## src/rtl/vec_fifo.sv

```systemverilog
// vec_fifo: LANES x WIDTH vector FIFO with thresholds, flush and sticky errors.
// Define VEC_FIFO_FWFT_EN for first-word-fall-through read mode.
module vec_fifo #(
    parameter int DEPTH    = 16,
    parameter int WIDTH    = 8,
    parameter int LANES    = 1,
    parameter int AF_LEVEL = DEPTH - 2,
    parameter int AE_LEVEL = 2
) (
    input  logic                     clk,
    input  logic                     rstn,
    input  logic                     flush,
    input  logic                     wr_en,
    input  logic [LANES*WIDTH-1:0]   din,
    input  logic                     rd_en,
    output logic [LANES*WIDTH-1:0]   dout,
    output logic                     dout_valid,
    output logic                     full,
    output logic                     empty,
    output logic                     almost_full,
    output logic                     almost_empty,
    output logic [$clog2(DEPTH):0]   count,
    output logic                     overflow,
    output logic                     underflow,
    input  logic                     clr_err
);

    localparam int AW = $clog2(DEPTH);
    localparam int CW = AW + 1;
    localparam int DW = LANES * WIDTH;

    logic [DW-1:0] r_mem [DEPTH];
    logic [AW-1:0] r_wr_ptr;
    logic [AW-1:0] r_rd_ptr;
    logic [CW-1:0] r_count;
    logic          r_overflow;
    logic          r_underflow;

    logic w_rd_acc;
    logic w_wr_acc;
    logic w_ovf_set;
    logic w_udf_set;

    assign full         = (r_count == CW'(DEPTH));
    assign empty        = (r_count == '0);
    assign almost_full  = (r_count >= CW'(AF_LEVEL));
    assign almost_empty = (r_count <= CW'(AE_LEVEL));
    assign count        = r_count;
    assign overflow     = r_overflow;
    assign underflow    = r_underflow;

    // A write into a full FIFO is allowed when a read frees a slot this cycle
    assign w_rd_acc  = rd_en & ~empty;
    assign w_wr_acc  = wr_en & (~full | w_rd_acc);
    assign w_ovf_set = wr_en & ~w_wr_acc & ~flush;
    assign w_udf_set = rd_en & empty & ~flush;

    // Storage array, not reset; flush drops the pending write
    always_ff @(posedge clk) begin
        if (!flush && w_wr_acc) begin
            r_mem[r_wr_ptr] <= din;
        end
    end

    // Pointers and occupancy
    always_ff @(posedge clk or negedge rstn) begin
        if (!rstn) begin
            r_wr_ptr <= '0;
            r_rd_ptr <= '0;
            r_count  <= '0;
        end else if (flush) begin
            r_wr_ptr <= '0;
            r_rd_ptr <= '0;
            r_count  <= '0;
        end else begin
            if (w_wr_acc) begin
                r_wr_ptr <= r_wr_ptr + AW'(1);
            end
            if (w_rd_acc) begin
                r_rd_ptr <= r_rd_ptr + AW'(1);
            end
            unique case ({w_wr_acc, w_rd_acc})
                2'b10:   r_count <= r_count + CW'(1);
                2'b01:   r_count <= r_count - CW'(1);
                default: r_count <= r_count;
            endcase
        end
    end

    // Sticky error flags; a new event beats clr_err
    always_ff @(posedge clk or negedge rstn) begin
        if (!rstn) begin
            r_overflow  <= 1'b0;
            r_underflow <= 1'b0;
        end else begin
            if (w_ovf_set) begin
                r_overflow <= 1'b1;
            end else if (clr_err) begin
                r_overflow <= 1'b0;
            end
            if (w_udf_set) begin
                r_underflow <= 1'b1;
            end else if (clr_err) begin
                r_underflow <= 1'b0;
            end
        end
    end

`ifdef VEC_FIFO_FWFT_EN
    assign dout       = r_mem[r_rd_ptr];
    assign dout_valid = ~empty;
`else
    logic [DW-1:0] r_dout;
    logic          r_dout_valid;

    assign dout       = r_dout;
    assign dout_valid = r_dout_valid;

    // Registered read port: one-cycle latency, data held between pops
    always_ff @(posedge clk or negedge rstn) begin
        if (!rstn) begin
            r_dout       <= '0;
            r_dout_valid <= 1'b0;
        end else if (flush) begin
            r_dout_valid <= 1'b0;
        end else if (w_rd_acc) begin
            r_dout       <= r_mem[r_rd_ptr];
            r_dout_valid <= 1'b1;
        end else begin
            r_dout_valid <= 1'b0;
        end
    end
`endif

endmodule

```

## config.mk

```make
export PLATFORM = sky130hd
export DESIGN_NAME = vec_fifo
export DESIGN_NICKNAME = d
export VERILOG_FILES = /design/src/rtl/vec_fifo.sv
export SDC_FILE = /design/constraint.sdc
export NUM_CORES = 1
export LEC_CHECK = 0
export ABC_AREA = 1
export CAP_MARGIN = 40
export CORE_ASPECT_RATIO = 1.25
export CORE_MARGIN = 2
export CORE_UTILIZATION = 40
export DETAILED_ROUTE_END_ITERATION = 12
export DONT_BUFFER_PORTS = 1
export SLEW_MARGIN = 15
export SYNTH_ARGS = -nofsm -noshare
export SYNTH_HDL_FRONTEND = slang
export SYNTH_SLANG_ARGS = --single-unit
```

## constraint.sdc

```tcl
create_clock -name clk -period 1.8 [get_ports clk]
set_input_delay 0.45 -clock clk [delete_from_list [all_inputs] [get_ports clk]]
set_output_delay 0.45 -clock clk [all_outputs]
set_load 0.01 [all_outputs]
```

==> results.sh, run 1 <==
export IMPL_setup_violations=5
export IMPL_r2r_start="count[2]$_DFFE_PN0P_"
export IMPL_place_congestion=0.848
export IMPL_power_leakage_nw=3.49
export IMPL_fin_crit_sh_pct=107
export IMPL_clkTransAtPathRegs_ns=0.07
export IMPL_ys_top_cells_by_count="224 x nand2_1, 128 x edfxtp_1, 117 x inv_1"
export IMPL_yosys_top_cells_area="edfxtp_1 55%, nand2_1 12%, dfrtp_1 8.6%"
export IMPL_grt_max_degree=56
export IMPL_end_kind="output pin"
export IMPL_viasPerCell=4.99
export IMPL_fmax_mhz=517
export IMPL_synth_seq_cells=152
export IMPL_layout_drive_gt1_share_pct=16.9
export IMPL_dp_hpwl_mm=10.8
export IMPL_drc=0
export IMPL_diodes=0
export IMPL_async_flop_share_pct=15.8
export IMPL_clkLatencyLatePin_ns=0.43
export IMPL_max_slew_margin_pct=64.0
export IMPL_pwr_density_cell_mw_per_mm2=1290
export IMPL_first_pass_iters=5
export IMPL_yosysTopAreaCellShare_pct=55.2
export IMPL_path_class="flop to output pin"
export IMPL_drtIter0Drc=400
export IMPL_core_area_mm2=0.0169
export IMPL_fin_skew_ns=0.00868
export IMPL_h_tree_depth=4
export IMPL_fin_ws_ns=-0.135
export IMPL_synth_seq_area_share_pct=63.9
export IMPL_worst_r2r_setup_slack_ns=-0.05
export IMPL_layout_nets=750
export IMPL_synth_top_cell_by_area="edfxtp_1"
export IMPL_vias=4792
export IMPL_syn_to_final_growth_pct=16.8
export IMPL_wl_per_cell_um=16.3
export IMPL_report_final_slew_viol_count=0
export IMPL_initial_utilization_pct=41.2
export IMPL_avgSynthCellArea_um2=9.97
export IMPL_crit_required_ns=1.35
export IMPL_die_h_um=151
export IMPL_grt_setup_unrepaired="true"
export IMPL_design_area_mm2=0.00813
export IMPL_grt_overflow=0
export IMPL_ys_warn_count=0
export IMPL_fin_crit_ns=1.93
export IMPL_hold_violations=9
export IMPL_wl_mm=15.7
export IMPL_antenna_found_initial=0
export IMPL_hp_class="primary input to async pin"
export IMPL_clock_root_buffer="clkbuf_16"
export IMPL_synth_edff_count=128
export IMPL_numCtsBuffers=17
export IMPL_r2r_end="count[4]$_DFFE_PN0P_"
export IMPL_post_place_ws_ns=-0.167
export IMPL_crit_fanout=5
export IMPL_cts_sinks=152
export IMPL_die_area_mm2=0.0185
export IMPL_syn_instance_count=698
export IMPL_placed_area_mm2=0.00734
export IMPL_max_slew_worst_pin_slew_ns=0.539
export IMPL_synth_ff_type="edfxtp_1"
export IMPL_grt_pass1_vias=4746
export IMPL_crit_path_start_kind="flop"
export IMPL_whs_ns=-0.00756
export IMPL_rows=53
export IMPL_critical_path_arrival_ns=1.48
export IMPL_syn_area_mm2=0.00696
export IMPL_cts_buffer_depth=2
export IMPL_status="finished, violations left"
export IMPL_cts_tree="built"
export IMPL_drv_cap=0
export IMPL_die_w_um=122
export IMPL_grt_first_pass_wirelength_mm=24.7
export IMPL_synth_most_common_cell="nand2_1"
export IMPL_reg2reg_depth=15
export IMPL_io_buffers=0
export IMPL_violations="negative hold slack, negative setup slack"
export IMPL_antenna_left=0
export IMPL_crit_start="count[0]$_DFFE_PN0P_"
export IMPL_syn_nets=721
export IMPL_synth_cell_types=38
export IMPL_endpoint="almost_empty"
export IMPL_io_pins=34
export IMPL_track_usage_pct=18.1
export IMPL_peakVddDrop_v=0.000759
[registers in the layout, indices dropped and copies added (netlist names)]
name        count
overflow        1
underflow       1
count           5
dout            8
r_wr_ptr        4
dout_valid      1
r_mem         128
r_rd_ptr        4
[worst min path at each step]
| stage | to | slack [ns] | depth (start not counted) |
|---|---|---|---|
| 2_1_floorplan | count[0]$_DFFE_PN0P_ | 0.15 | 0 |
| 3_3_place_gp | underflow$_DFFE_PN0P_ | 0.16 | 0 |
| 3_5_place_dp | underflow$_DFFE_PN0P_ | 0.15 | 0 |
| 4_1_cts | r_mem[2][2]$_DFFE_PP_ | 0.1 | 0 |
| 5_1_grt | dout[1]$_DFFE_PN0P_ | 0.02 | 1 |
| 6_report | dout[4]$_DFFE_PN0P_ | -0.008 | 1 |
[power by group]
group | total, W | leakage [nW] | internal (W) | switching (W)
logic | 0.00294 | 1.75 | 0.00111 | 0.00183
registers | 0.00421 | 1.46 | 0.00402 | 0.000197
clock network | 0.00333 | 0.278 | 0.00182 | 0.00151
total | 0.0105 | 3.49 | 0.00695 | 0.00354
[layout make-up]
class                           count  area, um^2
Clock buffer                       17         425
Fill cell                        1555        8780
Tap cell                          220         275
Multi-Input combinational cell    397        2060
Timing Repair Buffer               37         307
Inverter                          122         475
Clock inverter                     15         131
Sequential cell                   152        4450
[cells by family (layout without fill, tap and decap cells)]
kind of cell | count (synthesis) | count (layout) | synth area share, %
simple gates | 369 | 369 | 23.5
flops | 152 | 152 | 63.9
buf+inv | 149 | 191 | 9.08
compound gates | 17 | 17 | 1.64
fa+ha+maj | 9 | 9 | 1.73
xor+xnor | 2 | 2 | 0.252
[layer usage]
metal,track usage (%),routed length (um),vias up
met2,31.3,8060,142
met4,7.59,378,0
met5,0,0,-
met1,21.4,6310,2306
met3,4.94,922,33
li1,-,-,2311
[worst max-delay path, cell delays in order, from the launching register on]
cell and delay (ns):
dfrtp_2 0.43, buf_6 0.15, a2111oi_4 0.32, buf_4 0.17
[through the flow]
step	hold WS (ns)	setup TNS (ns)	util, %	total power [W]	cells
6_report	-0.00756	-0.229	48.1	0.0105	960
5_1_grt	0.0232	-0.907	48.1	0.0110	960
4_1_cts	0.0962	-0.310	47.6	0.0105	960
3_5_place_dp	0.155	-10.56	43.4	0.00688	921
3_3_place_gp	0.155	-4.11	43.4	0.00685	921
2_1_floorplan	0.154	0	-	0.00614	698
[repair_timing]
action                                 4_1_cts  5_1_grt
resized for setup                           32       21
pin swaps                                    8        5
setup endpoints to repair                  117       70
hold buffers                                 1        0
buffers inserted                             6        0
endpoints found under the hold margin       24        0
[placed cells by master (no fill, tap or decap), types with 2 or more instances in the layout]
| cell | count |
|---|---|
| nor3_1 | 2 |
| o21ai_0 | 6 |
| nand3_2 | 3 |
| nand2_1 | 221 |
| o21ai_1 | 3 |
| clkinv_1 | 2 |
| nand3_1 | 104 |
| inv_2 | 2 |
| inv_8 | 4 |
| nand3_4 | 3 |
| inv_6 | 6 |
| clkbuf_16 | 17 |
| ha_4 | 2 |
| dfrtp_1 | 18 |
| edfxtp_1 | 128 |
| inv_1 | 112 |
| o21ai_2 | 2 |
| buf_6 | 5 |
| nand4_1 | 5 |
| nor2_4 | 15 |
| nand2_2 | 5 |
| nor2_1 | 3 |
| clkinv_4 | 2 |
| dfrtp_2 | 6 |
| inv_4 | 7 |
| buf_4 | 30 |
| nor2_2 | 5 |
| ha_1 | 6 |
Power figures use the tool's default switching activity.
==> run 2: changes to the inputs <==
Settings changed: SKIP_CTS_REPAIR_TIMING set to 1.
==> results.sh, run 2 (synthesized netlist as in run 1, its figures left out) <==
export IMPL_status="finished, violations left"
export IMPL_violations="negative setup slack"
export IMPL_grt_met1_usage_pct=21.4
export IMPL_met3_usage_pct=4.87
export IMPL_grt_pass1_vias=4708
export IMPL_grt_max_degree=56
export IMPL_place_congestion=0.848
export IMPL_peakVddDrop_v=0.000734
export IMPL_drv_cap=0
export IMPL_vias=4751
export IMPL_die_h_um=151
export IMPL_rows=53
export IMPL_max_slew_margin_pct=45.9
export IMPL_diodes=0
export IMPL_grt_overflow=0
export IMPL_layout_common_cells="223 x nand2_1, 128 x edfxtp_1, 113 x inv_1"
export IMPL_report_final_slew_viol_count=0
export IMPL_h_tree_depth=4
export IMPL_top_usage_layer="met2"
export IMPL_crit_required_ns=1.35
export IMPL_layout_nets=747
export IMPL_design_area_mm2=0.00802
export IMPL_hp_class="primary input to flop"
export IMPL_end_kind="output pin"
export IMPL_critical_path_arrival_ns=1.52
export IMPL_regMostFlops="r_mem"
export IMPL_wl_per_cell_um=16.2
export IMPL_crit_fanout=5
export IMPL_grt_first_pass_wirelength_mm=24.5
export IMPL_dp_hpwl_mm=10.8
export IMPL_path_class="flop to output pin"
export IMPL_fin_ws_ns=-0.167
export IMPL_track_usage_pct=18.0
export IMPL_viasPerCell=4.96
export IMPL_placed_area_mm2=0.00734
export IMPL_io_buffers=0
export IMPL_max_slew_worst_pin_slew_ns=0.809
export IMPL_finish_utilization_pct=47.4
export IMPL_die_w_um=122
export IMPL_fin_crit_ns=1.97
export IMPL_placedCellCount=921
export IMPL_drc=0
export IMPL_cts_tree="built"
export IMPL_power_leakage_nw=3.47
export IMPL_fin_crit_sh_pct=109
export IMPL_io_pins=34
export IMPL_cts_buffer_depth=2
export IMPL_first_pass_iters=7
export IMPL_syn_to_final_growth_pct=15.2
export IMPL_numCtsBuffers=17
export IMPL_grt_setup_unrepaired="true"
export IMPL_drtIter0Drc=385
export IMPL_hold_violations=0
export IMPL_setup_violations=36
export IMPL_initial_utilization_pct=41.2
export IMPL_clkLatencyLatePin_ns=0.42
export IMPL_fin_skew_ns=0.00980
export IMPL_stdcell_count=957
export IMPL_clock_root_buffer="clkbuf_16"
export IMPL_antenna_found_initial=0
export IMPL_grt_use_met2_pct=30.8
export IMPL_cts_sinks=152
export IMPL_layout_drive_gt1_share_pct=15.2
export IMPL_antenna_left=0
export IMPL_pwr_density_cell_mw_per_mm2=1280
export IMPL_die_area_mm2=0.0185
export IMPL_mostFrequentLayoutCell="nand2_1"
export IMPL_worst_r2r_setup_slack_ns=-0.14
export IMPL_wl_mm=15.5
export IMPL_clkTransAtPathRegs_ns=0.06
export IMPL_crit_path_start_kind="flop"
export IMPL_largest_reg_flops=128
export IMPL_fmax_mhz=508
export IMPL_core_area_mm2=0.0169
## run 2: changes by cell type in the layout (fill, tap and decap cells not counted), moves of 2 or more
cell | before | now
buf_6 | 5 | 0
inv_4 | 7 | 5
nor2_1 | 3 | 8
nor2_4 | 15 | 5
nor2_2 | 5 | 10
nand2_2 | 5 | 3
nand2_1 | 221 | 223
## run 2: final timing paths
kind                                       from                       to  depth (start not counted)
hold reg to reg             dout[7]$_DFFE_PN0P_      dout[7]$_DFFE_PN0P_                          2
hold / removal                            flush  r_wr_ptr[2]$_DFFE_PN0P_                          1
max in group asynchronous                  rstn     count[2]$_DFFE_PN0P_                          2
setup reg to reg           count[2]$_DFFE_PN0P_   r_mem[14][0]$_DFFE_PP_                          6
min in group asynchronous                  rstn     dout_valid$_DFF_PN0_                          2
setup / recovery           count[0]$_DFFE_PN0P_             almost_empty                          3
## run 2: critical path, cell delays in order (launching register included)
cell       delay [ns]
dfrtp_2          0.42
buf_4            0.18
a2111oi_4        0.33
buf_4            0.17
## run 2: report_power, final
| group | internal [W] | switching [W] |
|---|---|---|
| Combinational | 0.000966 | 0.00175 |
| Sequential | 0.00402 | 0.000195 |
| Clock | 0.00182 | 0.00151 |
## run 2: area by class of cell
type | count | area, um^2
inverter | 122 | 470
sequential | 152 | 4450
timing repair buffer | 34 | 283
clock buffer | 17 | 425
clock inverter | 15 | 131
tap | 220 | 275
fill | 1565 | 8890
multi-input combinational | 397 | 1980
## run 2: per-stage QoR
stage | total power [W] | setup TNS (ns) | hold slack (ns) | setup WS (ns)
after detailed placement | 0.00688 | -10.56 | 0.155 | -0.167
after CTS | 0.0102 | -11.58 | -0.310 | -0.281
after floorplan | 0.00614 | 0 | 0.154 | 0.00427
final | 0.0103 | -3.62 | 0.117 | -0.167
after global routing | 0.0108 | -7.88 | 0.0911 | -0.233
after global placement | 0.00685 | -4.11 | 0.155 | -0.115
## run 2: layer usage
layer	vias to the layer above	part of all wire [%]
li1	2303	-
met1	2265	40
met2	154	51
met4	0	2.6
met3	29	6.5
met5	-	0
==> run 3: changes to the inputs <==
Settings changed: CORE_UTILIZATION 40 to 35.
==> results.sh, run 3 (synthesized netlist as in run 1, its figures left out) <==
export IMPL_status="finished, violations left"
export IMPL_violations="negative setup slack"
export IMPL_fin_skew_ns=0.00548
export IMPL_cts_buffer_depth=2
export IMPL_fin_crit_sh_pct=108
export IMPL_report_final_slew_viol_count=0
export IMPL_io_pins=34
export IMPL_cts_tree="built"
export IMPL_design_area_mm2=0.00817
export IMPL_crit_path_start_kind="flop"
export IMPL_fmax_mhz=514
export IMPL_regMostFlops="r_mem"
export IMPL_drv_cap=0
export IMPL_dp_hpwl_mm=10.3
export IMPL_numCtsBuffers=17
export IMPL_mostFrequentLayoutCell="nand2_1"
export IMPL_track_usage_pct=15.7
export IMPL_fin_crit_ns=1.95
export IMPL_antenna_found_initial=0
export IMPL_crit_required_ns=1.35
export IMPL_h_tree_depth=4
export IMPL_syn_to_final_growth_pct=17.3
export IMPL_grt_overflow=0
export IMPL_clkTransAtPathRegs_ns=0.06
export IMPL_hold_violations=0
export IMPL_wl_met3_um=391
export IMPL_highest_layer="met4"
export IMPL_max_slew_margin_pct=58.4
export IMPL_vias=4619
export IMPL_path_class="flop to output pin"
export IMPL_wl_mm=15.6
export IMPL_layout_nets=748
export IMPL_placed_area_mm2=0.00744
export IMPL_grt_first_pass_wirelength_mm=24.4
export IMPL_layout_drive_gt1_share_pct=14.9
export IMPL_diodes=0
export IMPL_pwr_density_cell_mw_per_mm2=1290
export IMPL_end_kind="output pin"
export IMPL_drtIter0Drc=253
export IMPL_io_buffers=0
export IMPL_viasPerCell=4.61
export IMPL_setup_violations=3
export IMPL_power_leakage_nw=3.49
export IMPL_grt_pass1_vias=4601
export IMPL_crit_fanout=5
export IMPL_wl_per_cell_um=15.6
export IMPL_total_power_w=0.0105
export IMPL_drc=0
export IMPL_initial_utilization_pct=35.7
export IMPL_fin_ws_ns=-0.147
export IMPL_critical_path_arrival_ns=1.50
export IMPL_first_pass_iters=5
export IMPL_clock_root_buffer="clkbuf_16"
export IMPL_grt_max_degree=46
export IMPL_max_slew_worst_pin_slew_ns=0.619
export IMPL_grt_setup_unrepaired="true"
export IMPL_clkLatencyLatePin_ns=0.42
export IMPL_place_congestion=0.814
export IMPL_die_h_um=162
export IMPL_peakVddDrop_v=0.000612
export IMPL_route_met2_wl_mm=8.57
export IMPL_core_area_mm2=0.0195
export IMPL_drt_met1_wl_mm=6.06
export IMPL_hp_class="primary input to flop"
export IMPL_cts_sinks=152
export IMPL_layout_common_cells="223 x nand2_1, 128 x edfxtp_1, 113 x inv_1"
export IMPL_die_w_um=130
export IMPL_rows=57
export IMPL_largest_reg_flops=128
export IMPL_die_area_mm2=0.0210
export IMPL_antenna_left=0
[run 3: worst paths after layout]
kind                                         end                  from  slack [ns]  cells past startpoint
setup / recovery                    almost_empty  count[0]$_DFFE_PN0P_       -0.15                      3
hold reg to reg              dout[2]$_DFFE_PN0P_   dout[2]$_DFFE_PN0P_        0.55                      2
setup reg to reg            count[4]$_DFFE_PN0P_  count[4]$_DFFE_PN0P_       -0.02                     15
hold / removal             r_mem[3][2]$_DFFE_PP_                din[2]        0.13                      0
max in group asynchronous   count[3]$_DFFE_PN0P_                  rstn        1.18                      2
min in group asynchronous    dout[6]$_DFFE_PN0P_                  rstn        0.46                      2
[run 3: worst max-delay path, stage by stage, from the launching register on]
cell,delay [ns]
dfrtp_2,0.43
buf_6,0.15
a2111oi_4,0.33
buf_4,0.17
[run 3: metrics by stage]
| stage | cells | setup TNS [ns] | worst slack, ns | utilization [%] | hold slack [ns] |
|---|---|---|---|---|---|
| 5_1_grt | 1003 | -0.751 | -0.190 | 42.0 | 0.107 |
| 3_5_place_dp | 969 | -7.05 | -0.150 | 38.2 | 0.155 |
| 4_1_cts | 1001 | -10.21 | -0.320 | 41.2 | -0.293 |
| 2_1_floorplan | 698 | 0 | 0.00427 | - | 0.154 |
| 6_report | 1003 | -0.208 | -0.147 | 42.0 | 0.128 |
| 3_3_place_gp | 969 | -3.97 | -0.0835 | 38.2 | 0.155 |
[run 3: cell type report]
class,count,area (um^2)
Fill cell,1861,11300
Multi-Input combinational cell,397,2010
Tap cell,265,332
Inverter,122,470
Clock buffer,18,429
Timing Repair Buffer,35,319
Sequential cell,152,4450
Clock inverter,14,155
[run 3: metal layers]
layer,vias to the layer above,GRT usage (%)
met5,-,0
met4,0,9.04
met3,32,2.47
met2,92,28.4
met1,2192,17.3
li1,2303,-
[run 3: power breakdown]
group / switching (W) / internal [W]
Clock: 0.00134 / 0.00216
Combinational: 0.00182 / 0.00101
Sequential: 0.000188 / 0.00402
Total: 0.00335 / 0.00719
